## src/rtl/scan_mux.sv

```systemverilog
// N-channel, WIDTH-bit multiplexer with registered output, manual select and a
// dwell-timed auto-scan sequencer. Define SCAN_MUX_CH_MASK_EN to add the ch_mask port.
module scan_mux #(
    parameter int N     = 4,
    parameter int WIDTH = 8,
    parameter int DWELL = 4
) (
    input  logic                   clk,
    input  logic                   rst,
    input  logic [N*WIDTH-1:0]     in_data,
    input  logic [$clog2(N)-1:0]   sel,
    input  logic                   mode,
    input  logic                   hold,
`ifdef SCAN_MUX_CH_MASK_EN
    input  logic [N-1:0]           ch_mask,
`endif
    output logic [WIDTH-1:0]       y,
    output logic [$clog2(N)-1:0]   cur_sel,
    output logic                   valid,
    output logic                   wrap
);

    localparam int SEL_W = $clog2(N);
    localparam int DW_W  = (DWELL > 1) ? $clog2(DWELL) : 1;

    typedef enum logic [1:0] {IDLE, MANUAL, SCAN, HOLD} state_t;

    state_t              state_q, state_d;
    logic [SEL_W-1:0]    cur_sel_q, cur_sel_d;
    logic [DW_W-1:0]     dwell_q, dwell_d;
    logic [WIDTH-1:0]    y_q, y_d;
    logic                valid_q, valid_d;
    logic                wrap_q, wrap_d;

    logic [N-1:0]        ch_en;
    logic                any_en;
    logic                manual_ok;
    logic                step;
    logic [SEL_W-1:0]    nxt_sel;

`ifdef SCAN_MUX_CH_MASK_EN
    assign ch_en = ch_mask;
`else
    assign ch_en = '1;
`endif

    assign any_en    = |ch_en;
    assign manual_ok = (int'(sel) < N) && ch_en[sel];

    // Next enabled channel above cur in ascending order, wrapping; cur itself if none.
    function automatic logic [SEL_W-1:0] next_ch(input logic [SEL_W-1:0] cur,
                                                 input logic [N-1:0]     en);
        int idx;
        next_ch = cur;
        for (int off = N; off >= 1; off--) begin
            idx = (int'(cur) + off) % N;
            if (en[idx]) next_ch = SEL_W'(idx);
        end
    endfunction

    assign nxt_sel = next_ch(cur_sel_q, ch_en);

    always_comb begin
        // NOTE: every output of this block gets a default first so no path can infer a latch.
        state_d   = state_q;
        cur_sel_d = cur_sel_q;
        dwell_d   = dwell_q;
        wrap_d    = 1'b0;
        step      = 1'b0;
        y_d       = in_data[cur_sel_q*WIDTH +: WIDTH];

        unique case (state_q)
            IDLE: begin
                state_d = mode ? SCAN : MANUAL;
                dwell_d = '0;
            end
            MANUAL: begin
                dwell_d = '0;
                if (mode)           state_d   = SCAN;
                else if (manual_ok) cur_sel_d = sel;
            end
            SCAN, HOLD: begin
                // Leaving for manual wins over hold and over a pending dwell expiry.
                if (!mode) begin
                    state_d = MANUAL;
                    dwell_d = '0;
                    if (manual_ok) cur_sel_d = sel;
                end else if (hold) begin
                    state_d = HOLD;
                end else begin
                    state_d = SCAN;
                    step    = 1'b1;
                end
            end
            default: state_d = IDLE;
        endcase

        if (step) begin
            if (dwell_q == DW_W'(DWELL - 1)) begin
                dwell_d   = '0;
                cur_sel_d = nxt_sel;
                wrap_d    = any_en && (nxt_sel <= cur_sel_q);
            end else begin
                dwell_d = dwell_q + DW_W'(1);
            end
        end

        // y shows the old channel for the one cycle after cur_sel moves.
        valid_d = (state_d != IDLE) && (cur_sel_d == cur_sel_q) && any_en;
    end

    always_ff @(posedge clk) begin
        // NOTE: sequential state uses non-blocking assignments so all flops update together.
        if (rst) begin
            state_q   <= IDLE;
            cur_sel_q <= '0;
            dwell_q   <= '0;
            y_q       <= '0;
            valid_q   <= 1'b0;
            wrap_q    <= 1'b0;
        end else begin
            state_q   <= state_d;
            cur_sel_q <= cur_sel_d;
            dwell_q   <= dwell_d;
            y_q       <= y_d;
            valid_q   <= valid_d;
            wrap_q    <= wrap_d;
        end
    end

    assign y       = y_q;
    assign cur_sel = cur_sel_q;
    assign valid   = valid_q;
    assign wrap    = wrap_q;

endmodule

```

## config.mk

```make
export PLATFORM = sky130hd
export DESIGN_NAME = scan_mux
export DESIGN_NICKNAME = d
export VERILOG_FILES = /design/src/rtl/scan_mux.sv
export SDC_FILE = /design/constraint.sdc
export NUM_CORES = 1
export LEC_CHECK = 0
export ABC_AREA = 1
export CORE_MARGIN = 8
export CORE_UTILIZATION = 40
export DETAILED_ROUTE_END_ITERATION = 8
export GPL_TIMING_DRIVEN = 0
export PLACE_DENSITY = 0.83
export SLEW_MARGIN = 20
export SYNTH_ARGS = -nofsm -noshare
export SYNTH_HDL_FRONTEND = slang
export SYNTH_SLANG_ARGS = --single-unit
```

## constraint.sdc

```tcl
create_clock -name clk -period 2.25 [get_ports clk]
set_clock_uncertainty 0.05 [all_clocks]
set_input_delay 0.225 -clock clk [delete_from_list [all_inputs] [get_ports clk]]
set_output_delay 0.225 -clock clk [all_outputs]
set_load 0.1 [all_outputs]
```

==> run metrics <==
placer congestion estimate=0.836; initial antenna violation count=0; Hold Path Class=in2reg; Root Driver=clkbuf_4; number of global-route vias before repair=1033; clk_lat worst skew=roughly 290 ps; post_cts resized=0; ANT nets after route=0; Psw=314 uW; status=finished, final reports clean; CP Cell Sequence=clkdlybuf4s50_1; Max VDD drop=0.000323 V; Antenna Cells=0; Top delay family on crit path=buffers and inverters; relative slew slack=33.1%; Design Power=797 uW; via-per-instance ratio=~5.0; Clock power frac=between 15 and 20%; area of the die=3960 um2; combinational power share=about two fifths; DR DRC count=0; critical path startpoint=cur_sel[0]$_SDFF_PP0_; fraction of registers with async set/reset=0%; P_int=484 uW; sequential group share of total power=about 39%; Final #Nets=230; total track usage=between 10% and 20%; fin cells=215; pin count of the biggest net entering global routing=11; fin crit share=97.2%; area leader, netlist=dfxtp_1; Commonest cells post-synth=38 x nor2_1, 21 x nand2_1, 16 x dfxtp_1; Power Dens Cells=~560 nW/um2; hold_buf cts=0; share of layout cells above drive strength 1=under 10%; finished layout cell area=1420 um2; EDFF count, synth=0; Remaining Overflow, GRT=0; Tmin final=between 2000 and 2500 ps; RSZ-0062 raised after global routing=false; Synth Flop Type=dfxtp_1; yosys synthesis warning count=0; r2r endpoint=valid$_SDFF_PP0_; die span in y=about 63 um; DR WL/cell=14.1 um; clock-pin slew on the worst setup and hold paths=90 ps; CP Max Fanout=5; Hold Startpoint=rst; Pleak=approximately 0.60 nW; CTS Buf Count=3; I/O Buffers=48; Core ar.=2150 um2; Worst setup EP type=output pin; reg2reg path depth=6; Slowest Stage Delay on Critical Path=approximately 1200 ps; Hold Path Cell Cnt=2; first drt pass iteration count=4; fin util=approximately two thirds; dpl cell area=1400 um2; Final HPWL DP=about 2400 um; Max Cap Viol=0; Distinct cells, synth=18; Die Wd=between 60 and 70 um; slowest CP cell=clkdlybuf4s50_1; I/O pin count=50; Fin. Hold Viols=0; Worst Setup Start Kind=flop; Starting Density=41.0%; Switching Fraction=around two fifths; CTS max path bufs=2; Fillers=195; RR Startpoint=cur_sel[1]$_SDFF_PP0_; Gate Count Post-Synth=136; critical path class=reg2out; H-tree Lvls=1; Placed Cells=212; Synth Net Count=roughly 180; P&R area growth vs syn=61.1%; Worst Path Arrival=1910 ps; first-pass GRT wire length=4980 um; Synth top area share=a little over a third; DRT Wirelength=3030 um; sequential cell area fraction in the yosys report=36.4%; Critical Path RT=1980 ps; max frequency=457 MHz; CTS tree=done; top-count cell post-synth=nor2_1; # setup viols final=0; Bufs and invs on worst path=1; DR iter-0 viols=65; setup TNS=0 ps; vias after detailed routing=1074; Syn Area/Cell=6.48 um2; register-to-register path setup slack=950 ps; Hold Crit Endpoint=dwell_q[1]$_SDFFE_PP0P_; cells taking the most area after synthesis=dfxtp_1 36%, nor2_1 16%, nand2_1 8.9%; Post-CTS Setup Bufs=0; #FFs+latches synth=16; # rows=17; clock sinks=16; Tightest Pin Transition=between 1000 and 1500 ps; Max Slew Vio Count=0; Post-Syn Area=881 um2
[power by group through the flow]
stage	clock (mW)	combinational (mW)	sequential (mW)
global placement	0	0.324	0.318
detailed placement	0	0.328	0.319
global route	0.167	0.351	0.314
CTS	0.160	0.329	0.312
floorplan	0	0.0770	0.450
finish	0.156	0.329	0.312
[per-stage QoR]
| step | setup slack (ps) | hold WS (ps) |
|---|---|---|
| 2_1_floorplan | 304 | 271 |
| 3_3_place_gp | 391 | 421 |
| 6_report | 63.7 | 232 |
| 3_5_place_dp | 392 | 438 |
| 4_1_cts | 55.0 | 228 |
| 5_1_grt | 16.2 | 251 |
[metal layers]
metal	part of all wire (%)	vias to the layer above	GRT usage [%]
li1	-	545	-
met1	38	476	17.1
met2	53	48	26.9
met3	7.2	5	3.05
met4	1.8	0	6.84
met5	0	-	0
[area by class of cell]
cell class                      instances  area [um2]  area share (%)
Multi-Input combinational cell        105         484            34.1
Clock buffer                            3        22.5            1.59
Timing Repair Buffer                   48         480            33.9
Sequential cell                        16         320            22.6
Tap cell                               28        35.0            2.47
Buffer                                  6        41.3            2.91
Inverter                                9        35.0            2.47
[worst max-delay path by stage]
stage	to	cells past startpoint
2_1_floorplan	valid$_SDFF_PP0_	6
3_3_place_gp	cur_sel[0]	1
3_5_place_dp	cur_sel[0]	1
4_1_cts	cur_sel[0]	1
5_1_grt	cur_sel[0]	1
6_report	cur_sel[0]	1
[logic make-up after synthesis]
| group | count (synthesis) | synth area share (%) |
|---|---|---|
| adder cells (fa/ha/maj) | 3 | 4.26 |
| AND/OR/NAND/NOR | 73 | 34.2 |
| buffers and inverters | 15 | 8.66 |
| flip-flops | 16 | 36.4 |
| AO/OA/AOI/OAI | 29 | 16.5 |
[cells in the final DEF, fill, tap and decap left out, drive strengths merged]
master         Yosys  layout
ha                 3       3
nor2              39      39
clkbuf             3       6
dfxtp             16      16
nand4              1       1
nand3             10      10
nand2             23      23
clkinv             2       2
inv                7       7
buf                3       3
clkdlybuf4s50      0      48
o21ai             16      16
a21oi             13      13
[registers in the layout, indices dropped and copies added, names as in the netlist]
register and count:
y 8, cur_sel 2, dwell_q 2, state_q 2, valid 1, wrap 1
No activity file was read; power rests on OpenSTA's default activity.
